===== src/rtl/rf_tx_arbiter.sv =====
// ============================================================================
// rf_tx_arbiter
// ----------------------------------------------------------------------------
// Shares the single RF/DAC transmit sample port between the BLE PHY and the
// WiFi PHY transmit paths, one packet at a time.
//
// Each requester is granted for a whole packet. Its samples are handed over
// through a one-entry registered output stage. A fixed inter-frame gap is
// inserted after every packet, and a stalled packet is aborted with a
// zero-valued closing sample.
//
// Optional build macro:
//   RF_ARB_STATS_EN : adds the saturating statistics outputs ble_pkt_cnt,
//                     wifi_pkt_cnt and abort_cnt. When the macro is not
//                     defined, these ports and their registers do not exist.
//
// Ports:
//   HCLK, HRESET       system clock, asynchronous active-high reset
//   ble_*  / wifi_*    per-PHY req/valid/re/im/last inputs and ready output
//   prio_wifi          1 = WiFi has fixed priority, 0 = round robin
//   out_ready          downstream can accept a sample
//   out_valid/re/im/last/src
//                      registered shared output (src: 0 = BLE, 1 = WiFi)
//   busy               high whenever the arbiter is not IDLE
//   abort_pulse        one-cycle pulse when a stalled packet is aborted
// ============================================================================
module rf_tx_arbiter #(
    parameter int RE_IM_SIZE     = 12,
    parameter int GAP_CYCLES     = 16,
    parameter int TIMEOUT_CYCLES = 255
) (
    input  logic                  HCLK,
    input  logic                  HRESET,

    input  logic                  ble_req,
    input  logic                  ble_valid,
    input  logic [RE_IM_SIZE-1:0] ble_re,
    input  logic [RE_IM_SIZE-1:0] ble_im,
    input  logic                  ble_last,
    output logic                  ble_ready,

    input  logic                  wifi_req,
    input  logic                  wifi_valid,
    input  logic [RE_IM_SIZE-1:0] wifi_re,
    input  logic [RE_IM_SIZE-1:0] wifi_im,
    input  logic                  wifi_last,
    output logic                  wifi_ready,

    input  logic                  prio_wifi,
    input  logic                  out_ready,

    output logic                  out_valid,
    output logic [RE_IM_SIZE-1:0] out_re,
    output logic [RE_IM_SIZE-1:0] out_im,
    output logic                  out_last,
    output logic                  out_src,
    output logic                  busy,
    output logic                  abort_pulse
`ifdef RF_ARB_STATS_EN
    ,
    output logic [15:0]           ble_pkt_cnt,
    output logic [15:0]           wifi_pkt_cnt,
    output logic [7:0]            abort_cnt
`endif
);

    typedef enum logic [1:0] {
        ST_IDLE       = 2'd0,
        ST_GRANT_BLE  = 2'd1,
        ST_GRANT_WIFI = 2'd2,
        ST_GAP        = 2'd3
    } state_t;

    localparam logic SRC_BLE  = 1'b0;
    localparam logic SRC_WIFI = 1'b1;

    localparam int GAP_W = $clog2(GAP_CYCLES + 1);
    localparam int TO_W  = $clog2(TIMEOUT_CYCLES + 1);

    // Terminal counts: the counters run 0 .. N-1, so the N-th counted cycle
    // is the one that sees the terminal value.
    localparam logic [GAP_W-1:0] GAP_END = GAP_W'(GAP_CYCLES - 1);
    localparam logic [TO_W-1:0]  TO_END  = TO_W'(TIMEOUT_CYCLES - 1);

    state_t                  state_q, state_d;
    logic                    last_served_q, last_served_d;
    logic [GAP_W-1:0]        gap_cnt_q, gap_cnt_d;
    logic [TO_W-1:0]         to_cnt_q, to_cnt_d;
    logic                    out_valid_q, out_valid_d;
    logic                    out_last_q, out_last_d;
    logic                    out_src_q, out_src_d;
    logic [RE_IM_SIZE-1:0]   out_re_q, out_re_d;
    logic [RE_IM_SIZE-1:0]   out_im_q, out_im_d;
    logic                    abort_q, abort_d;

    // Granted-side view of the two requesters.
    logic                    grant_wifi;
    logic                    in_grant;
    logic                    g_valid;
    logic                    g_last;
    logic [RE_IM_SIZE-1:0]   g_re;
    logic [RE_IM_SIZE-1:0]   g_im;
    logic                    out_space;
    logic                    xfer;
    logic                    pkt_done;
    logic                    timeout_hit;

    always_comb begin : grant_mux
        grant_wifi  = (state_q == ST_GRANT_WIFI);
        in_grant    = grant_wifi || (state_q == ST_GRANT_BLE);
        g_valid     = grant_wifi ? wifi_valid : ble_valid;
        g_last      = grant_wifi ? wifi_last  : ble_last;
        g_re        = grant_wifi ? wifi_re    : ble_re;
        g_im        = grant_wifi ? wifi_im    : ble_im;
        // One-entry output stage: a slot is free when it is empty or being
        // drained on this edge.
        out_space   = out_ready || !out_valid_q;
        xfer        = in_grant && g_valid && out_space;
        pkt_done    = xfer && g_last;
        // The closing sample of an abort needs a free output slot, so
        // downstream backpressure holds the counter at its terminal value.
        timeout_hit = in_grant && !g_valid && out_space && (to_cnt_q == TO_END);
        ble_ready   = (state_q == ST_GRANT_BLE) && out_space;
        wifi_ready  = grant_wifi && out_space;
    end

    always_comb begin : next_state
        // NOTE: every variable gets a default before the case statement so
        // that no path leaves it unassigned and no latch is inferred.
        state_d       = state_q;
        last_served_d = last_served_q;
        gap_cnt_d     = gap_cnt_q;
        to_cnt_d      = to_cnt_q;
        out_valid_d   = out_valid_q;
        out_last_d    = out_last_q;
        out_src_d     = out_src_q;
        out_re_d      = out_re_q;
        out_im_d      = out_im_q;
        abort_d       = 1'b0;

        // Downstream accepted the held sample; a load below may refill it.
        if (out_valid_q && out_ready) begin
            out_valid_d = 1'b0;
            out_last_d  = 1'b0;
        end

        unique case (state_q)
            ST_IDLE: begin
                gap_cnt_d = '0;
                to_cnt_d  = '0;
                // WiFi wins on priority, when alone, or when BLE was served
                // last; otherwise BLE wins if it is requesting.
                if (wifi_req && (prio_wifi || !ble_req || last_served_q == SRC_BLE)) begin
                    state_d = ST_GRANT_WIFI;
                end else if (ble_req) begin
                    state_d = ST_GRANT_BLE;
                end
            end

            ST_GRANT_BLE, ST_GRANT_WIFI: begin
                if (xfer) begin
                    out_valid_d = 1'b1;
                    out_last_d  = g_last;
                    out_re_d    = g_re;
                    out_im_d    = g_im;
                    out_src_d   = grant_wifi;
                    to_cnt_d    = '0;
                    if (g_last) begin
                        state_d       = ST_GAP;
                        last_served_d = grant_wifi;
                    end
                end else if (timeout_hit) begin
                    // Close the frame downstream with a zero last sample.
                    out_valid_d   = 1'b1;
                    out_last_d    = 1'b1;
                    out_re_d      = '0;
                    out_im_d      = '0;
                    out_src_d     = grant_wifi;
                    abort_d       = 1'b1;
                    to_cnt_d      = '0;
                    state_d       = ST_GAP;
                    last_served_d = grant_wifi;
                end else if (!g_valid && (to_cnt_q != TO_END)) begin
                    to_cnt_d = to_cnt_q + TO_W'(1);
                end
            end

            ST_GAP: begin
                // The gap is measured from the moment the last sample has
                // left the output register.
                if (out_valid_q) begin
                    gap_cnt_d = '0;
                end else if (gap_cnt_q == GAP_END) begin
                    state_d = ST_IDLE;
                end else begin
                    gap_cnt_d = gap_cnt_q + GAP_W'(1);
                end
            end

            default: state_d = ST_IDLE;
        endcase
    end

    // NOTE: state registers use non-blocking assignments so every flop
    // samples its _d value from before the edge, independent of order.
    always_ff @(posedge HCLK or posedge HRESET) begin
        if (HRESET) begin
            state_q       <= ST_IDLE;
            last_served_q <= SRC_WIFI;
            gap_cnt_q     <= '0;
            to_cnt_q      <= '0;
            out_valid_q   <= 1'b0;
            out_last_q    <= 1'b0;
            out_src_q     <= 1'b0;
            out_re_q      <= '0;
            out_im_q      <= '0;
            abort_q       <= 1'b0;
        end else begin
            state_q       <= state_d;
            last_served_q <= last_served_d;
            gap_cnt_q     <= gap_cnt_d;
            to_cnt_q      <= to_cnt_d;
            out_valid_q   <= out_valid_d;
            out_last_q    <= out_last_d;
            out_src_q     <= out_src_d;
            out_re_q      <= out_re_d;
            out_im_q      <= out_im_d;
            abort_q       <= abort_d;
        end
    end

    assign out_valid   = out_valid_q;
    assign out_last    = out_last_q;
    assign out_src     = out_src_q;
    assign out_re      = out_re_q;
    assign out_im      = out_im_q;
    assign abort_pulse = abort_q;
    assign busy        = (state_q != ST_IDLE);

`ifdef RF_ARB_STATS_EN
    logic [15:0] ble_pkt_cnt_q, ble_pkt_cnt_d;
    logic [15:0] wifi_pkt_cnt_q, wifi_pkt_cnt_d;
    logic [7:0]  abort_cnt_q, abort_cnt_d;

    // Saturating statistics: completed packets per source and aborts.
    always_comb begin : stats_next
        ble_pkt_cnt_d  = ble_pkt_cnt_q;
        wifi_pkt_cnt_d = wifi_pkt_cnt_q;
        abort_cnt_d    = abort_cnt_q;
        if (pkt_done && !grant_wifi && (ble_pkt_cnt_q != 16'hFFFF)) begin
            ble_pkt_cnt_d = ble_pkt_cnt_q + 16'd1;
        end
        if (pkt_done && grant_wifi && (wifi_pkt_cnt_q != 16'hFFFF)) begin
            wifi_pkt_cnt_d = wifi_pkt_cnt_q + 16'd1;
        end
        if (abort_d && (abort_cnt_q != 8'hFF)) begin
            abort_cnt_d = abort_cnt_q + 8'd1;
        end
    end

    always_ff @(posedge HCLK or posedge HRESET) begin
        if (HRESET) begin
            ble_pkt_cnt_q  <= '0;
            wifi_pkt_cnt_q <= '0;
            abort_cnt_q    <= '0;
        end else begin
            ble_pkt_cnt_q  <= ble_pkt_cnt_d;
            wifi_pkt_cnt_q <= wifi_pkt_cnt_d;
            abort_cnt_q    <= abort_cnt_d;
        end
    end

    assign ble_pkt_cnt  = ble_pkt_cnt_q;
    assign wifi_pkt_cnt = wifi_pkt_cnt_q;
    assign abort_cnt    = abort_cnt_q;
`endif

endmodule

===== config.mk =====
export PLATFORM = sky130hd
export DESIGN_NAME = rf_tx_arbiter
export DESIGN_NICKNAME = d
export VERILOG_FILES = /design/src/rtl/rf_tx_arbiter.sv
export SDC_FILE = /design/constraint.sdc
export NUM_CORES = 1
export LEC_CHECK = 0
export ABC_CLOCK_PERIOD_IN_PS = 2200
export BUFFER_PORTS_ARGS = -buffer_cell sky130_fd_sc_hd__buf_2
export CORE_ASPECT_RATIO = 0.7
export CORE_MARGIN = 2
export CORE_UTILIZATION = 35
export CTS_BUF_LIST = sky130_fd_sc_hd__clkbuf_16
export DETAILED_ROUTE_END_ITERATION = 7
export GPL_TIMING_DRIVEN = 0
export PLACE_DENSITY_LB_ADDON = 0.2
export SYNTH_ARGS = -nofsm -noshare
export SYNTH_HDL_FRONTEND = slang
export SYNTH_SLANG_ARGS = --single-unit
export TNS_END_PERCENT = 5

===== constraint.sdc =====
create_clock -name HCLK -period 2.2 [get_ports HCLK]
set_input_delay 0.44 -clock HCLK [delete_from_list [all_inputs] [get_ports HCLK]]
set_output_delay 0.44 -clock HCLK [all_outputs]
set_load 0.05 [all_outputs]

==> impl_metrics.ini <==
[outcome]
status = complete, no violations

[layout]
layout-drive-gt1-share_pct = 37.75
nets = 370
area_growth_pct = 32.44
fin_util_pct = 48.78
diodes = 0
stdcell_count = 393

[placement]
place_ws_ns = -0.1985
portBuffers = 88
hpwl_um = 4247
place_congestion = 0.7773
place_inst = 387

[floorplan]
dieArea_sq_mm = 0.007347
core_sq_mm = 0.006336
start_util_pct = 36.83
ioPinCount = 89
rows = 24
die_x_um = 101.6
dieHeight_um = 72.32

[clock_network]
ctsHoldBuffers = 0
root_buffer = clkbuf_16
clkLatencyLatePin_ns = 0.28
cts-htree-levels = 2
cts_buffer_depth = 2
path_clk_slew_ns = 0.06
post-cts-setup-buffer-count = 0
cts_tree = done
clkSinkCount = 44
cts_buffers = 5

[synth]
synth_xor_xnor_area_share_pct = 0
yosys.area_share.simple_pct = 10.88
netlist_area_sq_mm = 0.002333
synth_fa_ha_area_share_pct = 5.362
synthCells = 207
synth_top_cell_area_share_pct = 46.11
syn_nets = 275
synth_compound_area_share_pct = 18.28
async_flop_share_pct = 100.0
synth-seq-cells = 44
synth-edff-count = 0
ys_top_cells_by_area = dfrtp_1 46%, mux2i_1 12%, o2bb2ai_1 9.0%, ha_1 5.4%, nand3_1 2.1%
syn_avg_cell_area_sq_um = 11.27
yosysWarnings = 0
ys_seq_area_share_pct = 47.24
synth_ff_type = dfrtp_1
synth.area.mux_share_pct = 14.75
synth_top_family_by_area = compound AO/OA/AOI/OAI gates
synth_top_area_cell = dfrtp_1
synth.distinct_cells = 39

[global_route]
grt-ovfl-total = 0
grt_usage_pct = 16.47
grt_pass1_vias = 1946
grt_pass1_wl_um = 9370
antenna_found_initial = 0
grt_max_degree = 38

[critical_path]
end_kind = primary output
critPathArrivalTime_ns = 1.69
cp-startpoint = state_q[0]
path_class = reg -> out
timing.rr.start = state_q[0]
startpoint_type = register
crit_path_max_fanout = 10
cp.required_ns = 1.76

[routing]
drtIter0Drc = 85
ant_nets = 0
vias = 1982
dr.pass1.iters = 4
wl_per_cell_um = 14.61
wl_um = 5742
via_per_inst = 5.043
route.detailed.drc = 0

[sta]
max_freq_mhz = 470.1
finalSetupViolCount = 0
finalSetupTns_ns = 0
rsz0062_at_grt = false
period_share_pct = 96.69
skew_ns = 0.004462
slew_headroom_pct = 69.73
finalHoldViolCount = 0
slew_viol_final = 0
min_period_ns = 2.127
whs_ns = 0.06023
tightest_slew_ns = 0.4541
setup_slack_ns = 0.07273

[min_path]
hp-class = in -> async

[power]
vdd_drop_max_mv = 0.7947
power_density_mw_per_mm2 = 1599
p_leak_nw = 1.487

[flow_run]
cap_violations = 0
==> cells by family after synthesis <==
kind of cell,count (synthesis)
compound gates,56
flops,44
simple gates,44
buf+inv,20
fa+ha+maj,10
mux,33
==> final cells by class <==
cell class / instances / area (sq um)
Buffer: 8 / 57.56
Clock buffer: 5 / 125.1
Clock inverter: 2 / 8.758
Fill cell: 614 / 3246
Inverter: 11 / 41.29
Multi-Input combinational cell: 143 / 1179
Sequential cell: 44 / 1102
Tap cell: 91 / 113.9
Timing Repair Buffer: 89 / 462.9
==> sequential cells by signal, indices dropped and copies added (netlist names) <==
register       flops
abort_pulse        1
gap_cnt_q          5
last_served_q      1
out_im            12
out_last           1
out_re            12
out_src            1
out_valid          1
state_q            2
to_cnt_q           8
==> critical path: stages (launching register included) <==
cell and delay (ns):
dfrtp_1 0.42, inv_2 0.13, ha_4 0.18, buf_8 0.17, buf_8 0.16, and2_2 0.15, buf_4 0.19
==> final timing paths <==
| check | end | slack (ns) | cells past startpoint |
|---|---|---|---|
| max | wifi_ready | 0.07 | 6 |
| min | gap_cnt_q[1] | 0.06 | 2 |
| max reg2reg | state_q[1] | 0.13 | 6 |
| min reg2reg | out_im[10] | 0.48 | 1 |
| max in group asynchronous | last_served_q | 1.64 | 3 |
| min in group HCLK | out_re[9] | 0.43 | 3 |
==> metal layers <==
layer	vias up	track usage, %	routed length (um)
met5	-	0	0
met2	80	23.39	2397
met3	7	4.143	409
li1	975	-	-
met4	0	5.556	73
met1	920	24.47	2861
==> per-stage QoR <==
stage | total power [mW] | area [sq um]
final | 4.942 | 3090
after global routing | 5.261 | 3090
after CTS | 4.957 | 3074
after detailed placement | 4.182 | 2910
after global placement | 4.137 | 2890
after floorplan | 3.487 | 2336
==> cells in the mapped netlist (all sizes together) (2+ instances only) <==
| cell type | number |
|---|---|
| and3 | 4 |
| a31oi | 5 |
| clkbuf | 4 |
| a41oi | 2 |
| buf | 5 |
| a21oi | 5 |
| and2 | 2 |
| dfrtp | 43 |
| nor2b | 2 |
| o211ai | 4 |
| mux2 | 5 |
| a22o | 2 |
| inv | 11 |
| ha | 10 |
| nand2 | 8 |
| nand4b | 2 |
| nand4 | 3 |
| o22ai | 2 |
| o2bb2ai | 24 |
| mux2i | 28 |
| nor2 | 5 |
| nand2b | 3 |
| nand3 | 11 |
| o21ai | 7 |
==> timing repair <==
action,4_1_cts,5_1_grt
endpoints found under the setup margin,8,10
cloned,0,0
resized for setup,9,4
==> cell usage in the layout, fill, tap and decap left out, drive strengths merged, types with 7 or more instances in the layout <==
master / instances
dfrtp: 43
o2bb2ai: 24
buf: 95
ha: 10
o21ai: 7
mux2i: 28
nand2: 8
inv: 12
clkbuf: 7
nand3: 11
==> report_power, final <==
| group | leakage, nW | switching (mW) | internal, mW |
|---|---|---|---|
| logic | 0.854 | 1.97 | 0.966 |
| clock network | 0.0709 | 0.285 | 0.408 |
| registers | 0.562 | 0.189 | 1.12 |
| total | 1.49 | 2.45 | 2.50 |
No activity file was read; power rests on OpenSTA's default activity.
